$ cat src/rtl/mem_port_arbiter.sv
// Two-requester arbiter (instruction fetch and load/store) in front of one single-port memory
// with a fixed read latency and one access outstanding at a time.
module mem_port_arbiter #(
    parameter int ADDR_W     = 32,
    parameter int DATA_W     = 32,
    parameter int MEM_LAT    = 2,
    parameter int DMEM_PRIO  = 1,
    parameter int STARVE_MAX = 4
) (
    input  logic                  clk,
    input  logic                  reset,
    input  logic                  if_req,
    input  logic [ADDR_W-1:0]     if_addr,
    output logic                  if_gnt,
    output logic                  if_rvalid,
    output logic [DATA_W-1:0]     if_rdata,
    input  logic                  d_req,
    input  logic                  d_we,
    input  logic [ADDR_W-1:0]     d_addr,
    input  logic [DATA_W-1:0]     d_wdata,
    input  logic [DATA_W/8-1:0]   d_be,
    output logic                  d_gnt,
    output logic                  d_rvalid,
    output logic [DATA_W-1:0]     d_rdata,
    output logic                  mem_en,
    output logic                  mem_we,
    output logic [ADDR_W-1:0]     mem_addr,
    output logic [DATA_W-1:0]     mem_wdata,
    output logic [DATA_W/8-1:0]   mem_be,
    input  logic [DATA_W-1:0]     mem_rdata,
    output logic                  stall_if,
    output logic                  stall_mem
);

    localparam int LAT_W = (MEM_LAT > 1) ? $clog2(MEM_LAT) : 1;
    localparam int STV_W = (STARVE_MAX > 0) ? $clog2(STARVE_MAX + 1) : 1;

    typedef enum logic [1:0] {IDLE, ISSUE, WAIT, RESP} state_t;

    state_t             state;
    logic [LAT_W-1:0]   lat_cnt;
    logic [STV_W-1:0]   starve_cnt;
    logic               win_d;
    logic               cur_we;
    logic               last_d;
    logic               pick_d;
    logic               in_flight;
    logic               starved;

    assign starved = (starve_cnt == STV_W'(STARVE_MAX));

    // Winner for the next arbitration edge; only used when at least one request is present.
    always_comb begin
        pick_d = 1'b0;
        if (d_req && !if_req) begin
            pick_d = 1'b1;
        end else if (d_req && if_req) begin
            if (DMEM_PRIO != 0) begin
                pick_d = !starved;
            end else begin
                pick_d = !last_d;
            end
        end
    end

    assign in_flight = (state == ISSUE) || (state == WAIT);
    assign stall_if  = (if_req | (in_flight & ~win_d)) & ~if_rvalid;
    assign stall_mem = (d_req  | (in_flight &  win_d)) & ~d_rvalid;

    always_ff @(posedge clk or posedge reset) begin
        if (reset) begin
            state      <= IDLE;
            lat_cnt    <= '0;
            starve_cnt <= '0;
            win_d      <= 1'b0;
            cur_we     <= 1'b0;
            last_d     <= 1'b1;
            if_gnt     <= 1'b0;
            if_rvalid  <= 1'b0;
            if_rdata   <= '0;
            d_gnt      <= 1'b0;
            d_rvalid   <= 1'b0;
            d_rdata    <= '0;
            mem_en     <= 1'b0;
            mem_we     <= 1'b0;
            mem_addr   <= '0;
            mem_wdata  <= '0;
            mem_be     <= '0;
        end else begin
            if_gnt    <= 1'b0;
            d_gnt     <= 1'b0;
            if_rvalid <= 1'b0;
            d_rvalid  <= 1'b0;
            mem_en    <= 1'b0;
            mem_we    <= 1'b0;
            case (state)
                IDLE, RESP: begin
                    if (if_req || d_req) begin
                        state  <= ISSUE;
                        mem_en <= 1'b1;
                        win_d  <= pick_d;
                        last_d <= pick_d;
                        if (pick_d) begin
                            d_gnt     <= 1'b1;
                            mem_we    <= d_we;
                            cur_we    <= d_we;
                            mem_addr  <= d_addr;
                            mem_wdata <= d_wdata;
                            mem_be    <= d_be;
                            if (if_req && !starved) begin
                                starve_cnt <= starve_cnt + STV_W'(1);
                            end
                        end else begin
                            if_gnt     <= 1'b1;
                            cur_we     <= 1'b0;
                            mem_addr   <= if_addr;
                            mem_be     <= '1;
                            starve_cnt <= '0;
                        end
                    end else begin
                        state <= IDLE;
                    end
                end
                ISSUE: begin
                    state   <= WAIT;
                    lat_cnt <= LAT_W'(MEM_LAT - 1);
                end
                WAIT: begin
                    if (lat_cnt == '0) begin
                        state <= RESP;
                        if (win_d) begin
                            d_rvalid <= 1'b1;
                            if (!cur_we) begin
                                d_rdata <= mem_rdata;
                            end
                        end else begin
                            if_rvalid <= 1'b1;
                            if_rdata  <= mem_rdata;
                        end
                    end else begin
                        lat_cnt <= lat_cnt - LAT_W'(1);
                    end
                end
                default: state <= IDLE;
            endcase
        end
    end

endmodule
$ cat config.mk
export PLATFORM = sky130hd
export DESIGN_NAME = mem_port_arbiter
export DESIGN_NICKNAME = d
export VERILOG_FILES = /design/src/rtl/mem_port_arbiter.sv
export SDC_FILE = /design/constraint.sdc
export NUM_CORES = 1
export LEC_CHECK = 0
export BUFFER_PORTS_ARGS = -buffer_cell sky130_fd_sc_hd__buf_4
export CAP_MARGIN = 10
export CORE_ASPECT_RATIO = 1.1
export CORE_UTILIZATION = 40
export CTS_CLUSTER_SIZE = 8
export DETAILED_ROUTE_END_ITERATION = 7
export PLACE_DENSITY = 0.79
export REMOVE_ABC_BUFFERS = 1
export SYNTH_ARGS = -nofsm -noshare
export SYNTH_HDL_FRONTEND = slang
export SYNTH_SLANG_ARGS = --single-unit
$ cat constraint.sdc
create_clock -name clk -period 8.47 [get_ports clk]
set_clock_uncertainty 0.15 [all_clocks]
set_input_delay 1.694 -clock clk [delete_from_list [all_inputs] [get_ports clk]]
set_output_delay 1.694 -clock clk [all_outputs]
set_load 0.02 [all_outputs]
# Yosys cells after proc, flatten, opt, wreduce, memory -nomap -nowiden
# Index checks and enable logic that the tools add are counted.
# W data, S select, Z words.
[word_totals]
ff_bits = 146
ram_bits = 0
latchBits = 0
wordCells = 78
inputBits = 137
romBits = 0
mem_count = 0
[classes]
eq_ne = 6
n_bitwise = 11
n_mux = 28
n_div = 0
shifts = 0
reduce_logical = 15
multipliers = 0
add_sub_neg = 2
magnitude_cmp = 0
[op_table]
columns = ["cell", "n"]
rows = [
  ["$mux W32", 1],
  ["$mux W1", 21],
  ["$reduce_and A3 Y1", 3],
  ["$mux W3", 2],
  ["$pmux W2 S3", 1],
  ["$not A1 Y1", 5],
  ["$and A1 B1 Y1", 4],
  ["$eq A2 B2 Y1 const B", 2],
  ["$mux W4", 1],
  ["$reduce_and A4 Y1", 1],
  ["$add A3 B1 Y3 const B", 1],
  ["$eq A3 B3 Y1 const B", 1],
  ["$logic_and A1 B1 Y1", 3],
  ["$eq A2 B1 Y1 const B", 1],
  ["$logic_not A1 Y1", 2],
  ["$logic_not A2 Y1", 1],
  ["$logic_or A1 B1 Y1", 2],
  ["$mux W2", 1],
  ["$ne A2 B1 Y1 const B", 1],
  ["$ne A2 B2 Y1 const B", 1],
  ["$or A1 B1 Y1", 2],
  ["$pmux W1 S2", 1],
  ["$reduce_and A2 Y1", 1],
  ["$reduce_bool A2 Y1", 1],
  ["2 further kinds", 2],
]

# Depth between registers and ports, before layout
# Gate-level depths: netlist of the first run.
[logic_depth]
ltp_word = 7
mapped_depth = 8
mapped_depth_nobuf = 6

# Worst setup path after synthesis of the first run
# No wires, ideal clock.
[synth_path]
path_kind = "input to output"
start = "input port d_req"
end = "output port stall_mem"
arrival_ps = 2474
required_time_ps = 6626
path_stages = 4
slack_ps = 4152
path_buffers = 2
cell_sequence = "buf_2 -> buf_1 -> a21oi_1 -> nor2_1"
[synth_via]
elab_chain_len = 2
[synth_lines]
columns = ["element", "line_no", "source"]
rows = [
  ["start: declaration", "17", "input logic d_req,"],
  ["$or A1 B1 Y1", "68", "assign stall_mem = (d_req | (in_flight & win_d)) & ~d_rvalid;"],
  ["$and A1 B1 Y1", "68", ""],
  ["end: declaration", "32", "output logic stall_mem"],
]
# No other way between the ends.

# Final worst setup path of the first run
# Same ends and word-level chain as after synthesis.

==> reports/results.env, run 1 <==
TIMING_HOLD_VIOLATIONS_FINAL=0
DRT_FIRST_ITER_VIOLATIONS=268
CTS_MAX_LEVEL=4
DRTANTENNAVIOLNETS=0
ROUTE.DETAILED.DRC=0
INITIAL_UTIL_PCT=41.5
NETLIST_INSTANCES=454
SYNTH_TOP_FLOP_CELL='dfrtp_1'
TOP_LEVEL_PORTS=277
TOTAL_LEAKAGE_POWER_nW=4.17
GRT_ANTENNA_BEFORE_REPAIR=0
PWR_DENS_mW_PER_MM2=447
R2R_END='mem_addr[30]'
FINAL_PERIOD_MINUS_WORST_SETUP_SLACK_NS=4.29
MOSTFREQUENTLAYOUTCELLS='buf_4 (281), dfrtp_1 (146), nand2_1 (72)'
SYNTHESIS.AREA_MM2=0.00606
CLK_PIN_SLEW_NS=0.06
CTS.REPAIR_TIMING.SETUP_BUFFER_COUNT=0
SYNTHARSTFLOPSHARE_PCT=100
ROUTED_WIRELENGTH_MM=16.3
CP.REQUIRED_NS=6.63
SYNTH.FF_LATCH_COUNT=146
MAX_CAP_VIOLATIONS=0
SYNTH_SEQ_AREA_SHARE_PCT=60.3
TIMING.FINAL.CRIT_SHARE_PCT=50.6
GRT_PASS1_WL_MM=25.4
CLK_PATH_BUF_DEPTH=2
SYNTH_EDF_COUNT=0
VIA_COUNT=4715
WORST_PATH_MOST_REPEATED_CELL='buf_4'
SETUP.WORST_PATH.START_CLASS='input pin'
CPMAXSTAGEDELAYCELL='buf_4'
ROUTED_WIRE_LENGTH_PER_INSTANCE_UM=17.6
POST_ROUTE_CELLS_DRIVE_ABOVE_1_SHARE_PCT=56.1
YOSYS.CELL_TYPES.COUNT=30
MIN_FROM='mem_wdata[26]'
MAX_STAGE_DELAY_NS=0.35
IO_BUFFERS=276
REG2REG_DEPTH=5
INSERTION_DELAY_NS=0.41
FINALNETCOUNT=861
SYNTHTOLAYOUTAREAGROWTH_PCT=44.8
MIN-DELAY-PATH-CLASS='flip-flop to flip-flop'
CLOCK_TREE.ROOT_CELL='clkbuf_16'
FINAL_MAX_SLEW_VIOL_COUNT=0
SETUP_TOTAL_NEGATIVE_SLACK_NS=0
GROUTE.USAGE.OVERALL_PCT=20.9
DR.PASS1.ITERS=4
LAYOUT.CORE_UTILIZATION_PCT=60.0
TRITONCTS_CLOCK_TREE='built'
TOTAL_OF_CELLS_RESIZED_AFTER_CLOCK_TREE_SYNTHESIS=0
FLOORPLAN.DIE.WIDTH_UM=119
CRITPATHKIND='input pin to output port'
AVGVIACOUNTPERCELL=5.09
CTS-BUFFERS-INSERTED=17
CTS_SINKS=146
MAX_SLEW.WORST_PIN.SLEW_NS=1.21
MAX_FREQ_MHz=233
ENDPOINT_KIND='output port'
AVGSYNTHCELLAREA_UM2=13.3
NUMBER_OF_GLOBAL_ROUTE_VIAS_BEFORE_REPAIR=4966
MOST_COMMON_CELL_AFTER_LAYOUT_FILL_AND_TAPS_ASIDE='buf_4'
WORST_SLEW_MARGIN_REL_PCT=19.2
WORSTHOLDENDPOINT='mem_wdata[26]'
AREA_ENCLOSED_BY_THE_DIE_BOUNDARY_MM2=0.0156
CTS.HOLD.BUFFERS_ADDED=0
SETUP-VIOLATIONS-FINAL=0
MAX-VDD-IR-DROP_V=0.000217
FLOORPLAN.CORE_AREA_MM2=0.0146
GRT_START_MAX_NET_PINS=86
DIE_H_UM=131
CP_MAX_FO=41
SETUP.REG_TO_REG.WORST_SLACK_NS=5.85
CP_DATA_ARRIVAL_TIME_NS=2.44
HOLD-PATH-CELL-COUNT=1
FP-ROW-COUNT=46
CP_CELL_SEQUENCE='buf_4 > a21oi_1 > nor2_1 > buf_4'
RUN_STATUS='complete, no violations'
PLACE_HPWL_MM=11.6
ANTENNA-DIODE-COUNT=0
YS_WARN_COUNT=0
REG2REG_FROM='starve_cnt[0]'
GRT_OVERFLOW=0
GPL.FINAL_WEIGHTED_CONGESTION=0.790
RSZ0062_AT_GRT='no'
state kept, by name, summed over array words and instances, names as in the netlist:
name	cells
mem_we	1
lat_cnt	1
d_rdata	32
d_rvalid	1
mem_en	1
if_rvalid	1
state	2
win_d	1
if_rdata	32
mem_be	4
d_gnt	1
mem_wdata	32
cur_we	1
starve_cnt	3
mem_addr	32
if_gnt	1
critical path, delay by kind of cell:
| kind | cells | cell delay, ns |
|---|---|---|
| buffers and inverters | 2 | 0.51 |
| and+or+nand+nor | 1 | 0.13 |
| AOI/OAI and AO/OA | 1 | 0.10 |
cells in the mapped netlist (2+ instances only):
| library cell | instances | share of area (%) |
|---|---|---|
| clkbuf_1 | 14 | 0.87 |
| mux2_4 | 30 | 7.4 |
| a21oi_1 | 4 | 0.33 |
| nor2_1 | 6 | 0.37 |
| nand4_1 | 34 | 3.5 |
| buf_1 | 2 | 0.12 |
| nand2_1 | 72 | 4.5 |
| inv_2 | 2 | 0.12 |
| buf_12 | 3 | 0.99 |
| o21ai_0 | 6 | 0.50 |
| o211ai_1 | 32 | 4.0 |
| ha_1 | 3 | 0.62 |
| mux2_2 | 63 | 12 |
| and2_1 | 2 | 0.21 |
| o22a_1 | 4 | 0.58 |
| dfrtp_1 | 146 | 60 |
| buf_4 | 7 | 0.87 |
| inv_1 | 5 | 0.31 |
| mux2_1 | 3 | 0.56 |
| buf_2 | 6 | 0.50 |
report_power, final:
| part | switching [W] | internal (W) |
|---|---|---|
| Sequential | 0.000208 | 0.00106 |
| Clock | 0.000289 | 0.000433 |
| Combinational | 0.00104 | 0.000896 |
| Total | 0.00153 | 0.00239 |
per-layer routing:
layer	GRT usage (%)	up-vias	share of wire, %
li1	-	2151	-
met4	8.54	0	2.4
met5	0	-	0
met2	36.9	199	53
met1	23.6	2334	38
met3	5.95	31	7.0
metrics by stage:
stage	cell area [um2]	hold slack, ns	worst slack, ns	power, W	std cells
2_1_floorplan	5850	0.325	2.70	0.00238	421
3_3_place_gp	8210	0.324	4.24	0.00315	894
3_5_place_dp	8210	0.331	4.20	0.00323	894
4_1_cts	8780	0.345	4.20	0.00396	926
5_1_grt	8780	0.360	4.13	0.00413	926
6_report	8780	0.337	4.18	0.00392	926
cell type report:
cell class | count | area, um2
Inverter | 7 | 31.3
Sequential cell | 146 | 3650
Timing Repair Buffer | 281 | 2110
Clock inverter | 13 | 136
Multi-Input combinational cell | 268 | 2170
Fill cell | 1186 | 5840
Tap cell | 192 | 240
Clock buffer | 19 | 433
worst max path at each step:
stage                from   endpoint  slack (ns)  cells past startpoint
global route        d_req  stall_mem        4.13                      4
global placement    d_req  stall_mem        4.24                      4
floorplan           reset     cur_we        2.70                      1
finish              d_req  stall_mem        4.18                      4
detailed placement  d_req  stall_mem        4.20                      4
CTS                 d_req  stall_mem        4.20                      4
logic make-up after synthesis:
logic type / count (synthesis) / synth area share (%)
compound gates: 48 / 5.66
mux: 96 / 19.7
buf+inv: 40 / 3.96
simple gates: 121 / 9.79
fa+ha+maj: 3 / 0.619
flops: 146 / 60.3
Power figures use the tool's default switching activity.
==> run 2: changes to the inputs <==
Settings changed: ABC_AREA from default to 1, PLACE_DENSITY 0.79 to 0.78.
Clock period 8.47 ns to 4.3 ns, I/O delays scaled along.
==> reports/results.env, run 2 <==
ENDPOINT_KIND='flip-flop'  # was output port
GRT_PASS1_WL_MM=26.3  # was 25.4 mm
WORST_SLEW_MARGIN_REL_PCT=18.0  # was 19.2%
IO_BUFFERS=276  # unchanged
TIMING_HOLD_VIOLATIONS_FINAL=0  # unchanged
FINALNETCOUNT=1141  # was 861
YOSYS-TOP-CELLS-COUNT='nand2_1 (205), dfrtp_1 (146), nand3_1 (136), inv_1 (119), o21ai_0 (70)'  # was dfrtp_1 (146), nand2_1 (72), mux2_2 (63), nand4_1 (34), o211ai_1 (32)
ROUTED_WIRE_LENGTH_PER_INSTANCE_UM=13.8  # was 17.6 um
POST_DP_CELL_AREA_MM2=0.00845  # was 0.00821 mm2
POST_SYNTH_MAIN_AREA_CONTRIBUTORS='dfrtp_1 (57%), nand2_1 (12%), nand3_1 (11%)'  # was dfrtp_1 (60%), mux2_2 (12%), mux2_4 (7.4%)
FINAL_CELL_AREA_MM2=0.00905  # was 0.00878 mm2
CTS_MAX_LEVEL=4  # unchanged
CRIT_FAMILY='simple AND/OR/NAND/NOR gates'  # was buffers and inverters
DIE_H_UM=134  # was 131 um
FILLERS=1424  # was 1186
SETUP.WORST_PATH.START_CLASS='input pin'  # unchanged
CLK_PATH_BUF_DEPTH=2  # unchanged
RUN_STATUS='complete, no violations'  # unchanged
SYNTH_SEQ_AREA_SHARE_PCT=57.4  # was 60.3%
CRITPATHKIND='input pin to flip-flop'  # was input pin to output port
SYNTHMOSTINSTANTIATEDCELL='nand2_1'  # was dfrtp_1
TOP_LEVEL_PORTS=277  # unchanged
CP.REQUIRED_NS=4.47  # was 6.63 ns
SYNTH_TOP_FLOP_CELL='dfrtp_1'  # unchanged
YOSYSTOPAREACELLSHARE_PCT=57.4  # was 60.3%
SETUP_TOTAL_NEGATIVE_SLACK_NS=0  # unchanged
MOST_COMMON_CELL_AFTER_LAYOUT_FILL_AND_TAPS_ASIDE='buf_4'  # unchanged
MAX_FREQ_MHz=372
DRT_FIRST_ITER_VIOLATIONS=318  # was 268
FLOORPLAN.DIE.WIDTH_UM=122  # was 119 um
NUMBER_OF_GLOBAL_ROUTE_VIAS_BEFORE_REPAIR=5425  # was 4966
GROUTE.USAGE.OVERALL_PCT=20.5  # was 20.9%
MULTI_INPUT_AREA_MM2=0.00198  # was 0.00217 mm2
ANTENNA-DIODE-COUNT=0  # unchanged
GRT_OVERFLOW=0  # unchanged
AVGVIACOUNTPERCELL=4.67  # was 5.09
POST-PLACE-WS_NS=1.19  # was 4.20 ns
MAX-VDD-IR-DROP_V=0.000424  # was 0.000217 V
POST-SYNTH-TOP-AREA-CELL='dfrtp_1'  # unchanged
FIN_WS_NS=1.61  # was 4.18 ns
VIA_COUNT=5664  # was 4715
SYNTH.FF_LATCH_COUNT=146  # unchanged
FINAL_MAX_SLEW_VIOL_COUNT=0  # unchanged
ROUTE.DETAILED.DRC=0  # unchanged
CTS.REPAIR_TIMING.SETUP_BUFFER_COUNT=0  # unchanged
PWR_DENS_mW_PER_MM2=832  # was 447 mW/mm2
POST_ROUTE_CELLS_DRIVE_ABOVE_1_SHARE_PCT=31.6  # was 56.1%
MOSTFREQUENTLAYOUTCELLS='buf_4 (280), nand2_1 (205), dfrtp_1 (146)'  # was buf_4 (281), dfrtp_1 (146), nand2_1 (72)
INSERTION_DELAY_NS=0.41  # about the same
ROUTED_WIRELENGTH_MM=16.8  # was 16.3 mm
CLK_PIN_SLEW_NS=0.06  # about the same
GPL.FINAL_WEIGHTED_CONGESTION=0.812  # was 0.790
FF_LATCH_AREA_MM2=0.00365  # unchanged
CLOCK_TREE.ROOT_CELL='clkbuf_16'  # unchanged
MAX_CAP_VIOLATIONS=0  # unchanged
MAX_STAGE_DELAY_NS=0.50  # was 0.35 ns
CTS_SINKS=146  # unchanged
TOTAL_LEAKAGE_POWER_nW=5.13  # was 4.17 nW
YS_WARN_COUNT=0  # unchanged
MAX_SLEW.WORST_PIN.SLEW_NS=1.23  # was 1.21 ns
TRITONCTS_CLOCK_TREE='built'  # unchanged
AVGSYNTHCELLAREA_UM2=8.53  # was 13.3 um2
SETUP-VIOLATIONS-FINAL=0  # unchanged
CP_MAX_FO=39  # was 41
FINAL_PERIOD_MINUS_WORST_SETUP_SLACK_NS=2.69
SYNTHARSTFLOPSHARE_PCT=100  # unchanged
FLOORPLAN.CORE_AREA_MM2=0.0156  # was 0.0146 mm2
DR.PASS1.ITERS=5  # was 4
PLACE_HPWL_MM=11.7  # was 11.6 mm
AREA_ENCLOSED_BY_THE_DIE_BOUNDARY_MM2=0.0164  # was 0.0156 mm2
GRT_ANTENNA_BEFORE_REPAIR=0  # unchanged
SYNTH_EDF_COUNT=0  # unchanged
DRTANTENNAVIOLNETS=0  # unchanged
CTS.HOLD.BUFFERS_ADDED=0  # unchanged
BUFS_AND_INVS_ON_WORST_PATH=2  # unchanged
CP_CELL_SEQUENCE='buf_4 > nand2_4 > nand2_2 > buf_4 > nand2_2 > o21ai_0'  # was buf_4 > a21oi_1 > nor2_1 > buf_4
CPMAXSTAGEDELAYCELL='nand2_2'  # was buf_4
INITIAL_UTIL_PCT=40.8  # was 41.5%
MIN-DELAY-PATH-CLASS='flip-flop to flip-flop'  # unchanged
CTS-BUFFERS-INSERTED=17  # unchanged
TIMING.FINAL.CRIT_SHARE_PCT=62.5
GRT_START_MAX_NET_PINS=76  # was 86
FP-ROW-COUNT=48  # was 46
RSZ0062_AT_GRT='no'  # unchanged
SYNTHESIS.AREA_MM2=0.00637  # was 0.00606 mm2
YOSYS.CELL_TYPES.COUNT=20  # was 30
SYNTHTOLAYOUTAREAGROWTH_PCT=42.1  # was 44.8%
CP_DATA_ARRIVAL_TIME_NS=2.86  # was 2.44 ns
TOTAL_OF_CELLS_RESIZED_AFTER_CLOCK_TREE_SYNTHESIS=0  # unchanged
NETLIST_INSTANCES=746  # was 454
[run 2: cell count changes after synthesis, moves of 30 or more]
| cell | change |
|---|---|
| nand3_1 | +135 |
| nand2_1 | +133 |
| inv_1 | +114 |
| o21ai_0 | +64 |
| mux2_2 | -63 |
| nand4_1 | -34 |
| o211ai_1 | -32 |
| mux2_4 | -30 |
[run 2: cell families after synthesis]
kind of cell	Yosys count	synth area share, %
and+or+nand+nor	358	24.5
buffers and inverters	164	11.7
DFF	146	57.4
AOI/OAI and AO/OA	75	5.90
adders and majority gates	3	0.590
[run 2: power by group]
group | leakage, nW | total [W] | switching, W | internal, W
Combinational | 3.09 | 0.00358 | 0.00219 | 0.00139
Sequential | 1.76 | 0.00248 | 0.000399 | 0.00208
Clock | 0.282 | 0.00146 | 0.000548 | 0.000915
Total | 5.13 | 0.00752 | 0.00314 | 0.00439
[run 2: path summary, 6_finish.rpt]
check	endpoint	slack [ns]	from	depth (start not counted)
worst min-delay path	mem_wdata[1]	0.32	mem_wdata[1]	2
max in group asynchronous	mem_wdata[31]	2.79	reset	3
min in group asynchronous	mem_addr[1]	0.39	reset	2
worst max-delay path	cur_we	1.61	d_req	6
worst min register to register	mem_wdata[1]	0.32	mem_wdata[1]	2
worst max register to register	cur_we	1.76	state[1]	6
[run 2: per-layer routing]
layer	vias to the layer above	GRT usage (%)	routed length, um
li1	2825	-	-
met1	2591	25.6	7010
met2	228	32.9	8120
met3	20	6.34	1460
met4	0	7.72	200
met5	-	0	0
[run 2: final cells by class]
cell class | instances | share of cell area [%]
Timing Repair Buffer | 281 | 23.5
Multi-Input combinational cell | 436 | 21.8
Inverter | 119 | 4.99
Clock buffer | 24 | 5.44
Tap cell | 200 | 2.77
Clock inverter | 8 | 1.12
Sequential cell | 146 | 40.4
[run 2: metrics by stage]
step	hold slack (ns)	cells	total power (W)	util [%]
detailed placement	0.312	1182	0.00610	54.1
global placement	0.306	1182	0.00600	54.1
finish	0.323	1214	0.00752	57.9
global route	0.340	1214	0.00803	57.9
floorplan	0.304	701	0.00446	-
CTS	0.326	1214	0.00760	57.9
[run 2: worst min-delay path, delay by kind of cell, from the launching register on]
family / cells / cell delay [ns]
flip-flops: 1 / 0.34
AND/OR/NAND/NOR: 2 / 0.10
==> run 3: changes to the inputs <==
Settings changed: PLACE_DENSITY 0.78 to 0.81.
Clock period 4.3 ns to 2.4 ns, I/O delays scaled along.
==> reports/results.env, run 3 (same netlist as run 2, synthesis figures left out) <==
RUN_STATUS='complete, no violations'  # unchanged
MOST_COMMON_CELL_AFTER_LAYOUT_FILL_AND_TAPS_ASIDE='buf_4'  # unchanged
CRIT_FAMILY='flip-flops'  # was simple AND/OR/NAND/NOR gates
FIN_WS_NS=0.176  # was 1.61 ns
CTS.REPAIR_TIMING.SETUP_BUFFER_COUNT=0  # unchanged
NETSWITCHINGFRACTION_PCT=41.2  # was 41.7%
FILLERS=1357  # was 1424
MIN-DELAY-PATH-CLASS='input pin to flip-flop'  # was flip-flop to flip-flop
CLK_PATH_BUF_DEPTH=2  # unchanged
DIE_H_UM=134  # unchanged
CPMAXSTAGEDELAYCELL='dfrtp_1'  # was nand2_2
MAX_CAP_VIOLATIONS=0  # unchanged
FINALNETCOUNT=1153  # was 1141
POWER.NET_SWITCHING_W=0.00571  # was 0.00314 W
POWER.SHARE.SEQUENTIAL_PCT=31.9  # was 32.9%
CRITPATHKIND='flip-flop to output port'  # was input pin to flip-flop
LAYOUT.CORE_UTILIZATION_PCT=59.0  # was 57.9%
CP_DATA_ARRIVAL_TIME_NS=1.59  # was 2.86 ns
PLACE_HPWL_MM=11.9  # was 11.7 mm
CTS_SINKS=146  # unchanged
CP_MAX_FO=4  # was 39
INITIAL_UTIL_PCT=40.8  # unchanged
ENDPOINT_KIND='output port'  # was flip-flop
DRT_FIRST_ITER_VIOLATIONS=342  # was 318
FLOORPLAN.DIE.WIDTH_UM=122  # unchanged
NUMBER_OF_GLOBAL_ROUTE_VIAS_BEFORE_REPAIR=5617  # was 5425
FLOORPLAN.CORE_AREA_MM2=0.0156  # unchanged
GRT_PASS1_WL_MM=27.1  # was 26.3 mm
CTS.HOLD.BUFFERS_ADDED=1  # was 0
VIA_COUNT=5861  # was 5664
PWR_DENS_mW_PER_MM2=1500  # was 832 mW/mm2
RSZ0062_AT_GRT='no'  # unchanged
TOTAL_LEAKAGE_POWER_nW=5.22  # was 5.13 nW
GRT_START_MAX_NET_PINS=66  # was 76
SETUP-VIOLATIONS-FINAL=0  # unchanged
CLOCK_POWER_SHARE_PCT=20.7  # was 19.4%
POST-PLACE-WS_NS=0.620  # was 1.19 ns
AVGVIACOUNTPERCELL=4.79  # was 4.67
CP_CELL_SEQUENCE='ha_1 > inv_1 > a21oi_1 > nor2_1 > buf_4'  # was buf_4 > nand2_4 > nand2_2 > buf_4 > nand2_2 > o21ai_0
MAX_FREQ_MHz=450
CP.REQUIRED_NS=1.77  # was 4.47 ns
TIMING_HOLD_VIOLATIONS_FINAL=0  # unchanged
IO_BUFFERS=276  # unchanged
ROUTE.DETAILED.DRC=0  # unchanged
ROUTED_WIRELENGTH_MM=17.3  # was 16.8 mm
ANTENNA-DIODE-COUNT=0  # unchanged
GRT_OVERFLOW=0  # unchanged
GROUTE.USAGE.OVERALL_PCT=21.1  # was 20.5%
TOTAL_OF_CELLS_RESIZED_AFTER_CLOCK_TREE_SYNTHESIS=0  # unchanged
CLOCK_TREE.ROOT_CELL='clkbuf_16'  # unchanged
FINAL_PERIOD_MINUS_WORST_SETUP_SLACK_NS=2.22
FINAL_MAX_SLEW_VIOL_COUNT=0  # unchanged
MOSTFREQUENTLAYOUTCELLS='buf_4 (289), nand2_1 (205), dfrtp_1 (146)'  # was buf_4 (280), nand2_1 (205), dfrtp_1 (146)
MAX_STAGE_DELAY_NS=0.39  # was 0.50 ns
SETUP.WORST_PATH.START_CLASS='flip-flop'  # was input pin
INSERTION_DELAY_NS=0.41  # about the same
DR.PASS1.ITERS=4  # was 5
MAX-VDD-IR-DROP_V=0.000759  # was 0.000424 V
POST_ROUTE_CELLS_DRIVE_ABOVE_1_SHARE_PCT=32.4  # was 31.6%
TRITONCTS_CLOCK_TREE='built'  # unchanged
GPL.FINAL_WEIGHTED_CONGESTION=0.789  # was 0.812
CTS-BUFFERS-INSERTED=17  # unchanged
MAX_SLEW.WORST_PIN.SLEW_NS=0.587  # was 1.23 ns
BUFS_AND_INVS_ON_WORST_PATH=2  # unchanged
CELLINTERNALPOWER_W=0.00814  # was 0.00439 W
COMBINATIONALPOWERSHARE_PCT=47.3  # was 47.6%
CLK_PIN_SLEW_NS=0.06  # about the same
AREA_ENCLOSED_BY_THE_DIE_BOUNDARY_MM2=0.0164  # unchanged
WORST_SLEW_MARGIN_REL_PCT=60.8  # was 18.0%
FP-ROW-COUNT=48  # unchanged
TIMING.FINAL.CRIT_SHARE_PCT=92.7
FIN_TOTAL_PWR_W=0.0138  # was 0.00752 W
GRT_ANTENNA_BEFORE_REPAIR=0  # unchanged
ROUTED_WIRE_LENGTH_PER_INSTANCE_UM=14.1  # was 13.8 um
DRTANTENNAVIOLNETS=0  # unchanged
TOP_LEVEL_PORTS=277  # unchanged
CTS_MAX_LEVEL=4  # unchanged
SYNTHTOLAYOUTAREAGROWTH_PCT=44.6  # was 42.1%
==> run 3: area by class of cell <==
| type | instances | area (um2) | share of cell area [%] |
|---|---|---|---|
| clock buffers | 17 | 425 | 4.62 |
| repair buffers | 293 | 2240 | 24.3 |
| inverters | 119 | 452 | 4.91 |
| flip-flops and latches | 146 | 3650 | 39.7 |
| well taps | 200 | 250 | 2.72 |
| clock inverters | 13 | 211 | 2.30 |
| multi-input cells | 436 | 1980 | 21.5 |
==> run 3: worst paths after layout <==
check | startpoint | endpoint | slack [ns] | cells past startpoint
hold reg to reg | mem_wdata[15] | mem_wdata[15] | 0.32 | 2
setup reg to reg | state[0] | mem_addr[15] | 0.60 | 8
setup / recovery | state[1] | stall_mem | 0.18 | 5
max in group asynchronous | reset | mem_wdata[15] | 0.99 | 4
hold / removal | d_wdata[1] | mem_wdata[1] | 0.14 | 3
min in group asynchronous | reset | mem_addr[20] | 0.54 | 3
==> run 3: power groups by stage <==
stage / Clock [W] / Combinational (W) / Sequential, W
6_report: 0.00287 / 0.00655 / 0.00442
5_1_grt: 0.00302 / 0.00717 / 0.00457
4_1_cts: 0.00293 / 0.00660 / 0.00442
3_5_place_dp: 0 / 0.00660 / 0.00442
3_3_place_gp: 0 / 0.00642 / 0.00441
2_1_floorplan: 0 / 0.00221 / 0.00578
==> run 3: worst register-to-register path: stages (launching register included) <==
cell	delay (ns)
dfrtp_1	0.33
inv_1	0.06
ha_1	0.34
nand2_1	0.12
nand2_2	0.11
inv_1	0.09
buf_4	0.32
nand2_1	0.13
nand2_1	0.09
==> run 3: stage by stage <==
stage | hold WS (ns) | instance area (um2) | std cells | TNS, ns
after floorplan | 0.304 | 6070 | 701 | -325.70
after global placement | 0.305 | 8560 | 1193 | 0
after detailed placement | 0.309 | 8560 | 1193 | 0
after CTS | 0.127 | 9210 | 1224 | 0
after global routing | 0.127 | 9210 | 1224 | 0
final | 0.142 | 9210 | 1224 | 0
==> run 3: layer usage <==
layer | track usage, % | wire length [um] | part of all wire (%)
met5 | 0 | 0 | 0
met4 | 8.54 | 350 | 2.0
met3 | 5.99 | 1350 | 7.8
met2 | 34.5 | 8570 | 50
met1 | 25.9 | 6990 | 41
